## config.mk

```make
export PLATFORM = sky130hd
export DESIGN_NAME = imm_field_decode
export DESIGN_NICKNAME = d
export VERILOG_FILES = /design/src/rtl/imm_field_decode.sv
export SDC_FILE = /design/constraint.sdc
export NUM_CORES = 1
export LEC_CHECK = 0
export BUFFER_PORTS_ARGS = -buffer_cell sky130_fd_sc_hd__buf_4
export CORE_MARGIN = 2
export CORE_UTILIZATION = 30
export CTS_CLUSTER_SIZE = 25
export DETAILED_ROUTE_END_ITERATION = 7
export MAX_ROUTING_LAYER = met4
export PLACE_DENSITY = 0.5
export SLEW_MARGIN = 10
export SYNTH_ARGS = -nofsm -noshare
export SYNTH_HDL_FRONTEND = slang
export SYNTH_SLANG_ARGS = --single-unit
```

## constraint.sdc

```tcl
create_clock -name clk -period 4.2 [get_ports clk]
set_input_delay 1.26 -clock clk [delete_from_list [all_inputs] [get_ports clk]]
set_output_delay 1.26 -clock clk [all_outputs]
set_load 0.01 [all_outputs]
```

## src/rtl/imm_field_decode.sv

```systemverilog
// RV32I immediate-field decoder with a 2-entry output FIFO feeding the immediate extender.
// The decode is combinational at the input; the buffered payload is what the outputs show.
module imm_field_decode #(
  parameter int DEPTH      = 2,
  parameter bit RESET_ZERO = 1'b1
) (
  input  logic        clk,
  input  logic        rst,
  input  logic        flush,
  input  logic        instr_valid,
  output logic        instr_ready,
  input  logic [31:0] instr,
  output logic        imm_valid,
  input  logic        imm_ready,
  output logic [19:0] imm_field,
  output logic [1:0]  imm_ext_en,
  output logic [1:0]  imm_shift,
  output logic        no_imm,
  output logic        illegal
);

  logic [1:0]  r_count;
  logic        r_wr_ptr;
  logic        r_rd_ptr;
  logic [25:0] r_mem [2];

  logic        w_push;
  logic        w_pop;
  logic [19:0] w_field;
  logic [1:0]  w_ext;
  logic [1:0]  w_shift;
  logic        w_no_imm;
  logic        w_illegal;
  logic [25:0] w_dec;
  logic [25:0] w_head;

  assign instr_ready = (r_count < 2'(DEPTH));
  assign imm_valid   = (r_count != 2'd0);
  assign w_push      = instr_valid & instr_ready & ~flush;
  assign w_pop       = imm_valid & imm_ready;

  // Format classification and field packing of the incoming word
  always_comb begin
    w_field   = 20'd0;
    w_ext     = 2'b00;
    w_shift   = 2'b00;
    w_no_imm  = 1'b0;
    w_illegal = 1'b0;
    case (instr[6:0])
      7'b0010011: begin
        if ((instr[14:12] == 3'b001) || (instr[14:12] == 3'b101)) begin
          w_field = {15'd0, instr[24:20]};
          w_ext   = 2'b10;
        end else begin
          w_field = {8'd0, instr[31:20]};
        end
      end
      7'b0000011, 7'b1100111: w_field = {8'd0, instr[31:20]};
      7'b0100011: w_field = {8'd0, instr[31:25], instr[11:7]};
      7'b1100011: begin
        w_field = {8'd0, instr[31], instr[7], instr[30:25], instr[11:8]};
        w_shift = 2'b01;
      end
      7'b0110111, 7'b0010111: begin
        w_field = instr[31:12];
        w_ext   = 2'b11;
        w_shift = 2'b10;
      end
      7'b1101111: begin
        w_field = {instr[31], instr[19:12], instr[20], instr[30:21]};
        w_ext   = 2'b01;
        w_shift = 2'b01;
      end
      7'b0110011, 7'b0001111, 7'b1110011: w_no_imm = 1'b1;
      default: w_illegal = 1'b1;
    endcase
  end

  assign w_dec = {w_illegal, w_no_imm, w_shift, w_ext, w_field};

  // Occupancy and pointers; flush overrides any same-cycle push or pop
  always_ff @(posedge clk or posedge rst) begin
    if (rst) begin
      r_count  <= 2'd0;
      r_wr_ptr <= 1'b0;
      r_rd_ptr <= 1'b0;
    end else if (flush) begin
      r_count  <= 2'd0;
      r_wr_ptr <= 1'b0;
      r_rd_ptr <= 1'b0;
    end else begin
      if (w_push) r_wr_ptr <= ~r_wr_ptr;
      if (w_pop)  r_rd_ptr <= ~r_rd_ptr;
      case ({w_push, w_pop})
        2'b10:   r_count <= r_count + 2'd1;
        2'b01:   r_count <= r_count - 2'd1;
        default: r_count <= r_count;
      endcase
    end
  end

  generate
    if (RESET_ZERO) begin : g_payload_rz
      // Payload storage, cleared on reset
      always_ff @(posedge clk or posedge rst) begin
        if (rst) begin
          r_mem[0] <= 26'd0;
          r_mem[1] <= 26'd0;
        end else if (w_push) begin
          r_mem[r_wr_ptr] <= w_dec;
        end
      end
    end else begin : g_payload_nrz
      // Payload storage without reset
      always_ff @(posedge clk) begin
        if (w_push) r_mem[r_wr_ptr] <= w_dec;
      end
    end
  endgenerate

  assign w_head     = r_mem[r_rd_ptr];
  assign imm_field  = w_head[19:0];
  assign imm_ext_en = w_head[21:20];
  assign imm_shift  = w_head[23:22];
  assign no_imm     = w_head[24];
  assign illegal    = w_head[25];

endmodule

```

==> metrics, run 1 <==
run status complete, no violations; Switch Pwr 0.3508 mW; Worst EP arrival 1.92 ns; GRT overflow 0; Net Sw Frac 29.66%; Final Max Tran Viols 0; # hold bufs at CTS 0; I/O pin total 65; Synthesized Nets 357; vias 2,542; vias in the first global route 2,409; CP startpoint r_rd_ptr; Reg2Reg Depth 5; Synth Area in XOR/XNOR 0.8876%; Synth Flop Type dfrtp_1; Yosys cell types 44; combinational power share 21.2%; synthesis-to-finish area growth 23.41%; Simple-Gate Fraction of Synth Area 17.37%; clk_lat worst skew 0.31 ns; final hold violations 0; Avg Inst Size Synth 9.251 um^2; Int Pwr 0.8318 mW; Vias/cell 5.004; clock tree from TritonCTS done; min-delay worst type flip-flop to flip-flop; Cell Pwr Density 323.7 nW/um^2; postcts setup bufs 0; Final nets 411; Detail Route Antenna Nets 0; die area 10,680 um^2; antenna violations before repair 0; #FFs+latches synth 56; routed wire length 8393 um; Max Freq 0.3141 GHz; worst slew pin tran 1.115 ns; Leakage 1.613 nW; Clock power frac 25.9%; sequential area share after synthesis 47.34%; ant diodes 0; Buffers on Ports 64; adder-cell share of the synthesized area 0%; period utilisation layout 75.80%; Yosys warnings 0; largest net degree at the start of global routing 37; TritonCTS Sinks 56; maxcap violations 0; First-pass DRT Iterations 4; critical path class flip-flop to output pin; initial core utilization 30.57%; number of synthesized flops with an enable pin 0; first-pass GRT wire length 13,370 um; Tmin final 3.184 ns; clock-pin slew on the worst setup and hold paths 0.10 ns; main combinational cell family by area after synthesis compound AO/OA/AOI/OAI gates; die height 103.3 um; Core Region 9684 um^2; maximum fanout along the worst path 15; Post-Syn Area 2960 um^2; setup violators final 0; R2R Path Start r_count[1]; layout cells sized above 1 28.80%; GP Congestion 0.8873; Compound-Gate Fraction of Synth Area 19.57%; Final Util 37.73%; mux contribution to synthesized area 10.90%; clock tree buffer depth 2; setup repair after global routing missed its margin no; die width 103.3 um; asr flop ratio synth 100.0%; clock skew 0.006082 ns; Root Driver clkbuf_8; cells after synthesis 320; Inserted Clock Buffers 5; Final HPWL DP 6142 um; final std cells w/o fill 508; CP startpoint kind flip-flop; Seq pwr share 52.9%; num rows 36; hold_ws 0.4838 ns; Design Power 1.183 mW; normalized max-slew margin 25.51%; Critical Path RT 2.94 ns; setup TNS 0 ns; maximum vdd drop 0.1481 mV; GRT Resource Usage Total 16.81%; H-Tree Depth 2; Iteration-0 DRC Markers 155; routed length per instance 16.52 um; worst hold path stage count 2; cts repair resizes 0; min-delay src r_mem[19]; Residual DRC 0; placed cells 500; Crit. End Element output pin
## power by group through the flow
stage	clock, mW	sequential, mW	combinational, mW
finish	0.307	0.625	0.251
global route	0.334	0.633	0.280
CTS	0.316	0.625	0.255
detailed placement	0	0.636	0.255
global placement	0	0.634	0.253
floorplan	0	0.623	0.147
## logic make-up (layout without fill, tap and decap cells)
family | after synthesis | after routing
AO/OA/AOI/OAI | 89 | 89
XOR/XNOR | 3 | 3
buffers and inverters | 27 | 82
flip-flops | 56 | 56
multiplexers | 29 | 29
AND/OR/NAND/NOR | 116 | 116
## layout make-up
class	count	area, um^2
fillers	1030	6031
inverters	6	22.52
well taps	133	166.4
clock inverters	3	23.77
flip-flops and latches	56	1401
clock buffers	5	68.82
repair buffers	68	523.0
multi-input cells	237	1448
## metal layers
metal  track usage (%)  part of all wire (%)  vias up
met2             25.37                    47       62
li1                  -                     -     1252
met4             2.733                  0.68        0
met3             2.352                   3.5        4
met5                 -                     0        -
met1             24.52                    49     1224
## worst paths after layout
check	to	slack, ns
max in group asynchronous	r_count[0]	2.35
worst max-delay path	imm_field[18]	1.02
worst max register to register	r_mem[15]	2.20
min in group asynchronous	r_mem[48]	1.05
worst min register to register	r_mem[19]	0.48
worst min-delay path	r_mem[19]	0.48
## worst max-delay path: stages, from the launching register on
cell	delay [ns]
dfrtp_1	0.84
buf_12	0.24
mux2_2	0.38
buf_4	0.15
## synth_stat cells (2+ instances only)
master / count / area, um^2
a211oi_1: 2 / 15.01
a21oi_1: 21 / 105.1
a221oi_1: 3 / 26.28
a222oi_1: 5 / 50.05
a22oi_1: 10 / 75.07
and2_1: 2 / 12.51
and3_1: 2 / 12.51
buf_2: 6 / 30.03
clkbuf_1: 13 / 48.80
dfrtp_1: 56 / 1401
inv_1: 6 / 22.52
mux2_2: 26 / 292.8
mux2i_1: 3 / 30.03
nand2_1: 55 / 206.5
nand2b_1: 2 / 12.51
nand3_1: 12 / 60.06
nor2_1: 28 / 105.1
nor2b_1: 3 / 18.77
nor3_1: 2 / 10.01
nor3b_1: 2 / 15.01
o211ai_1: 10 / 75.07
o21ai_0: 26 / 130.1
o2bb2ai_1: 2 / 17.52
xor2_1: 3 / 26.28
## layout by cell type (no fill, tap or decap), types with 2 or more instances in the layout
cell type   synthesis  layout
nand2b_1            2       2
and3_1              2       2
o2bb2ai_1           2       2
nor2_1             28      28
nor3b_1             2       2
nand2_1            55      55
a211oi_1            2       2
nor2b_1             3       3
o21ai_0            26      26
a222oi_1            5       5
dfrtp_1            56      56
nand3_1            12      12
a21oi_1            21      21
clkinvlp_4          0       2
a22oi_1            10      10
clkbuf_8            0       5
xor2_1              3       3
and2_1              2       2
mux2i_1             3       3
mux2_2             26      26
o211ai_1           10      10
a221oi_1            3       3
inv_1               6       5
buf_4               0      67
## stage by stage
step | worst slack (ns) | instance area (um^2)
2_1_floorplan | 1.569 | 2960
3_3_place_gp | 1.231 | 3561
3_5_place_dp | 1.187 | 3561
4_1_cts | 1.006 | 3654
5_1_grt | 0.9608 | 3654
6_report | 1.016 | 3654
## registers in the layout, summed over array words and instances, names as in the netlist
| name | cells |
|---|---|
| r_rd_ptr | 1 |
| r_wr_ptr | 1 |
| r_mem | 52 |
| r_count | 2 |
(Power assumes the default switching activity.)
==> run 2: changes to the inputs <==
--- a/config.mk
+++ b/config.mk
@@ -5,13 +5,14 @@
 export SDC_FILE = /design/constraint.sdc
 export NUM_CORES = 1
 export LEC_CHECK = 0
+export ABC_AREA = 1
 export BUFFER_PORTS_ARGS = -buffer_cell sky130_fd_sc_hd__buf_4
 export CORE_MARGIN = 2
 export CORE_UTILIZATION = 30
 export CTS_CLUSTER_SIZE = 25
 export DETAILED_ROUTE_END_ITERATION = 7
 export MAX_ROUTING_LAYER = met4
-export PLACE_DENSITY = 0.5
+export PLACE_DENSITY = 0.51
 export SLEW_MARGIN = 10
 export SYNTH_ARGS = -nofsm -noshare
 export SYNTH_HDL_FRONTEND = slang
==> constraint.sdc (replaced) <==
create_clock -name clk -period 2.7 [get_ports clk]
set_input_delay 0.81 -clock clk [delete_from_list [all_inputs] [get_ports clk]]
set_output_delay 0.81 -clock clk [all_outputs]
set_load 0.01 [all_outputs]
==> run 2 against run 1 <==
Area after synthesis rose by 12%. Routed wire length rose by 16%. Synthesized cell count rose by 53%. Critical path type unchanged.
==> metrics, run 2 <==
run status complete, no violations; Crit path largest cell delay 0.39 ns; num rows 38; H-Tree Depth 2; sequential area share after synthesis 42.31%; top cells by area, synth dfrtp_1 42%, nand2_1 26%, nand3_1 8.3%; Post-Syn Area 3312 um^2; antenna violations before repair 0; maximum vdd drop 0.2213 mV; setup violators final 0; First-pass DRT Iterations 6; Iteration-0 DRC Markers 244; maxcap violations 0; Avg Inst Size Synth 6.773 um^2; Inserted Clock Buffers 5; die height 109.1 um; Max Freq 0.4213 GHz; GP Congestion 0.8712; hold_ws 0.4847 ns; Worst Setup EP imm_shift[0]; largest net degree at the start of global routing 36; routed length per instance 14.08 um; synthesis-to-finish area growth 21.16%; Core Region 10,790 um^2; Placement Cell Area 3919 um^2; die width 109.1 um; GRT overflow 0; CP startpoint kind flip-flop; Worst EP arrival 1.56 ns; placed cells 681; Vias/cell 4.823; CP startpoint r_rd_ptr; max FFs per register 52; Final Util 37.18%; layout cells sized above 1 19.85%; Place WS 0.5211 ns; ant diodes 0; clock tree from TritonCTS done; Crit. End Element output pin; top cells by count, synth 229 x nand2_1, 56 x dfrtp_1, 55 x nand3_1, 40 x nor2_1; # hold bufs at CTS 0; number of synthesized flops with an enable pin 0; Buffers on Ports 64; cts repair resizes 0; leading cell type in the layout, fill and taps excluded nand2_1; worst slew pin tran 0.6576 ns; Final HPWL DP 7160 um; initial core utilization 30.69%; R2R Path Start r_count[1]; routed wire length 9704 um; area of the multi-input gates 1689 um^2; commonest cells after routing, fill and taps aside 229 x nand2_1, 76 x buf_4, 56 x dfrtp_1; vias 3,323; Detail Route Antenna Nets 0; Design Power 1.922 mW; Tmin final 2.374 ns; clock skew 0.009034 ns; Final Max Tran Viols 0; final std cells w/o fill 689; Yosys warnings 0; I/O pin total 65; Root Driver clkbuf_8; post-synth top area share 42.31%; vias in the first global route 3,165; area leader, netlist dfrtp_1; clk_lat worst skew 0.31 ns; worst setup margin 0.3264 ns; Biggest register r_mem; maximum fanout along the worst path 12; GRT Resource Usage Total 17.83%; count leader, synth nand2_1; TritonCTS Sinks 56; min-delay worst type flip-flop to flip-flop; Reg2Reg Depth 7; period utilisation layout 87.91%; fin area 4013 um^2; Leakage 2.196 nW; normalized max-slew margin 56.11%; setup TNS 0 ns; final hold violations 0; critical path class flip-flop to output pin; asr flop ratio synth 100.0%; biggest regs r_mem (52), r_count (2); Residual DRC 0; sequential cell area 1401 um^2; reg-to-reg setup timing slack 1.18 ns; Cell Pwr Density 479.1 nW/um^2; FF-to-FF End r_mem[25]; fill count 1,186; die area 11,900 um^2; Yosys cell types 26; clock-pin slew on the worst setup and hold paths 0.10 ns; Critical Path RT 1.89 ns; Synthesized Nets 526; setup repair after global routing missed its margin no; Synth Flop Type dfrtp_1; worst path cell trace inv_1, buf_4, nand2_1, nand2_1, buf_4; cells after synthesis 489; Final nets 585; postcts setup bufs 0; first-pass GRT wire length 15,950 um; clock tree buffer depth 2; slowest CP cell dfrtp_1; #FFs+latches synth 56
[run 2: cell count changes after synthesis, moves of 10 or more]
cell,delta
nand3_1,+43
o21ai_0,-13
mux2_2,-26
o211ai_1,-10
nand2_1,+174
nor2_1,+12
a31oi_1,+13
a22oi_1,-10
[run 2: per-layer routing]
layer,share of wire [%],GRT usage (%)
met4,1.7,5.586
met5,0,-
met2,46,27.82
met1,47,24.29
met3,4.6,1.973
[run 2: area by class of cell]
class                      instances  area share (%)
multi-input combinational        387           42.10
sequential                        56           34.92
timing repair buffer              76           14.22
tap                              140           4.365
clock buffer                       7           2.152
inverter                          22           2.058
clock inverter                     1          0.1871
[run 2: how the worst min path moves through the flow]
| stage | from | end | cells past startpoint |
|---|---|---|---|
| 3_3_place_gp | r_mem[34] | r_mem[34] | 2 |
| 6_report | r_mem[26] | r_mem[26] | 2 |
| 5_1_grt | r_mem[51] | r_mem[51] | 2 |
| 4_1_cts | r_mem[10] | r_mem[10] | 2 |
| 3_5_place_dp | r_mem[21] | r_mem[21] | 2 |
| 2_1_floorplan | r_mem[25] | r_mem[25] | 2 |
[run 2: critical path, delay by kind of cell, from the launching register on]
family	cells	cell delay [ns]
and+or+nand+nor	2	0.15
buffers and inverters	3	0.70
DFF	1	0.39
[run 2: kinds of logic after synthesis]
| group | share of synthesized area [%] |
|---|---|
| xor+xnor | 0.2645 |
| flops | 42.31 |
| simple gates | 43.37 |
| compound gates | 7.291 |
| buf+inv | 6.762 |
[run 2: power by group]
group / switching (mW) / internal [mW]
Clock: 0.273 / 0.209
Sequential: 0.0475 / 0.932
Combinational: 0.270 / 0.191
==> run 3: changes to the inputs <==
--- a/config.mk
+++ b/config.mk
@@ -9,6 +9,7 @@
 export BUFFER_PORTS_ARGS = -buffer_cell sky130_fd_sc_hd__buf_4
 export CORE_MARGIN = 2
 export CORE_UTILIZATION = 30
+export CTS_BUF_LIST = sky130_fd_sc_hd__clkbuf_8
 export CTS_CLUSTER_SIZE = 25
 export DETAILED_ROUTE_END_ITERATION = 7
 export MAX_ROUTING_LAYER = met4
==> run 3 against run 2 <==
Die area unchanged. Non-clock buffer count unchanged. Register-to-register slack is essentially flat. Sequential power about the same. Cell count stayed put. Global-route usage unchanged. Total power decreased by 0.12%. Clock skew increased by 0.0013 ns. Hold slack unchanged. Critical path type unchanged.
==> metrics, run 3 (synthesized netlist as in run 2, its figures left out) <==
run status complete, no violations; final std cells w/o fill 689; H-Tree Depth 2; biggest regs r_mem (52), r_count (2); Cell Pwr Density 478.5 nW/um^2; num rows 38; fill count 1,186; Placement Cell Area 3919 um^2; largest net degree at the start of global routing 36; Final Max Tran Viols 0; clock tree buffer depth 2; fin area 4013 um^2; GRT overflow 0; clk_lat worst skew 0.32 ns; Final HPWL DP 7160 um; Vias/cell 4.826; maximum fanout along the worst path 12; clock-pin slew on the worst setup and hold paths 0.10 ns; Biggest register r_mem; Residual DRC 0; clock skew 0.01037 ns; maxcap violations 0; worst path cell trace inv_1, buf_4, nand2_1, nand2_1, buf_4; GP Congestion 0.8712; commonest cells after routing, fill and taps aside 229 x nand2_1, 76 x buf_4, 56 x dfrtp_1; Inserted Clock Buffers 5; layout cells sized above 1 19.85%; FF-to-FF End r_mem[25]; Crit. End Element output pin; reg-to-reg setup timing slack 1.18 ns; Worst Hold End r_mem[26]; Worst EP arrival 1.57 ns; Max Freq 0.4209 GHz; die area 11,900 um^2; I/O pin total 65; cts repair resizes 0; Final nets 585; Tmin final 2.376 ns; min-delay worst type flip-flop to flip-flop; critical path class flip-flop to output pin; vias in the first global route 3,165; vias 3,325; max FFs per register 52; setup TNS 0 ns; Detail Route Antenna Nets 0; Reg2Reg Depth 7; worst hold path stage count 2; # hold bufs at CTS 0; hold_ws 0.4847 ns; First-pass DRT Iterations 6; R2R Path Start r_count[1]; clock tree from TritonCTS done; synthesis-to-finish area growth 21.16%; setup repair after global routing missed its margin no; TritonCTS Sinks 56; Core Region 10,790 um^2; slowest CP cell dfrtp_1; Iteration-0 DRC Markers 244; die width 109.1 um; initial core utilization 30.69%; routed length per instance 14.08 um; die height 109.1 um; area of the multi-input gates 1689 um^2; normalized max-slew margin 56.12%; period utilisation layout 88.00%; Buffers on Ports 64; final hold violations 0; routed wire length 9702 um; ant diodes 0; min-delay src r_mem[26]; Crit path largest cell delay 0.39 ns; Leakage 2.200 nW; Root Driver clkbuf_8; CP startpoint kind flip-flop; first-pass GRT wire length 15,950 um; placed cells 681; GRT Resource Usage Total 17.83%; worst slew pin tran 0.6574 ns; leading cell type in the layout, fill and taps excluded nand2_1; postcts setup bufs 0; Critical Path RT 1.89 ns; antenna violations before repair 0; maximum vdd drop 0.2218 mV; setup violators final 0; sequential cell area 1401 um^2
run 3: layer usage:
layer  GRT usage [%]  vias to the layer above  part of all wire, %
li1                -                     1672                    -
met1           24.29                     1545                   47
met2           27.82                       98                   46
met3           1.973                       10                  4.6
met4           5.586                        0                  1.7
met5               -                        -                    0
run 3: report_power, final:
part	internal (mW)	total (mW)	switching [mW]
registers	0.932	0.979	0.0475
logic	0.191	0.460	0.270
clock network	0.206	0.480	0.275
total	1.33	1.92	0.592
run 3: critical path, delay by kind of cell (launching register included):
kind,cells,cell delay (ns)
AND/OR/NAND/NOR,2,0.15
flip-flops,1,0.39
buffers and inverters,3,0.70
run 3: how the worst max path moves through the flow:
stage	from	endpoint	slack, ns
6_report	r_rd_ptr	imm_shift[0]	0.32
3_5_place_dp	instr[4]	r_mem[32]	0.52
3_3_place_gp	instr[4]	r_mem[33]	0.56
5_1_grt	r_rd_ptr	imm_shift[0]	0.18
4_1_cts	r_rd_ptr	imm_field[9]	0.27
2_1_floorplan	rst	r_count[0]	0.52
run 3: layout make-up:
type	count	area share [%]
Clock buffer	6	2.058
Timing Repair Buffer	76	14.22
Inverter	22	2.058
Tap cell	140	4.365
Multi-Input combinational cell	387	42.10
Sequential cell	56	34.92
Clock inverter	2	0.2806
run 3: per-stage QoR:
stage	power (mW)	util, %	worst slack [ns]
2_1_floorplan	1.254	-	0.5187
3_5_place_dp	1.465	36.31	0.5211
4_1_cts	1.947	37.18	0.2652
6_report	1.920	37.18	0.3239
5_1_grt	2.031	37.18	0.1751
3_3_place_gp	1.456	36.31	0.5566
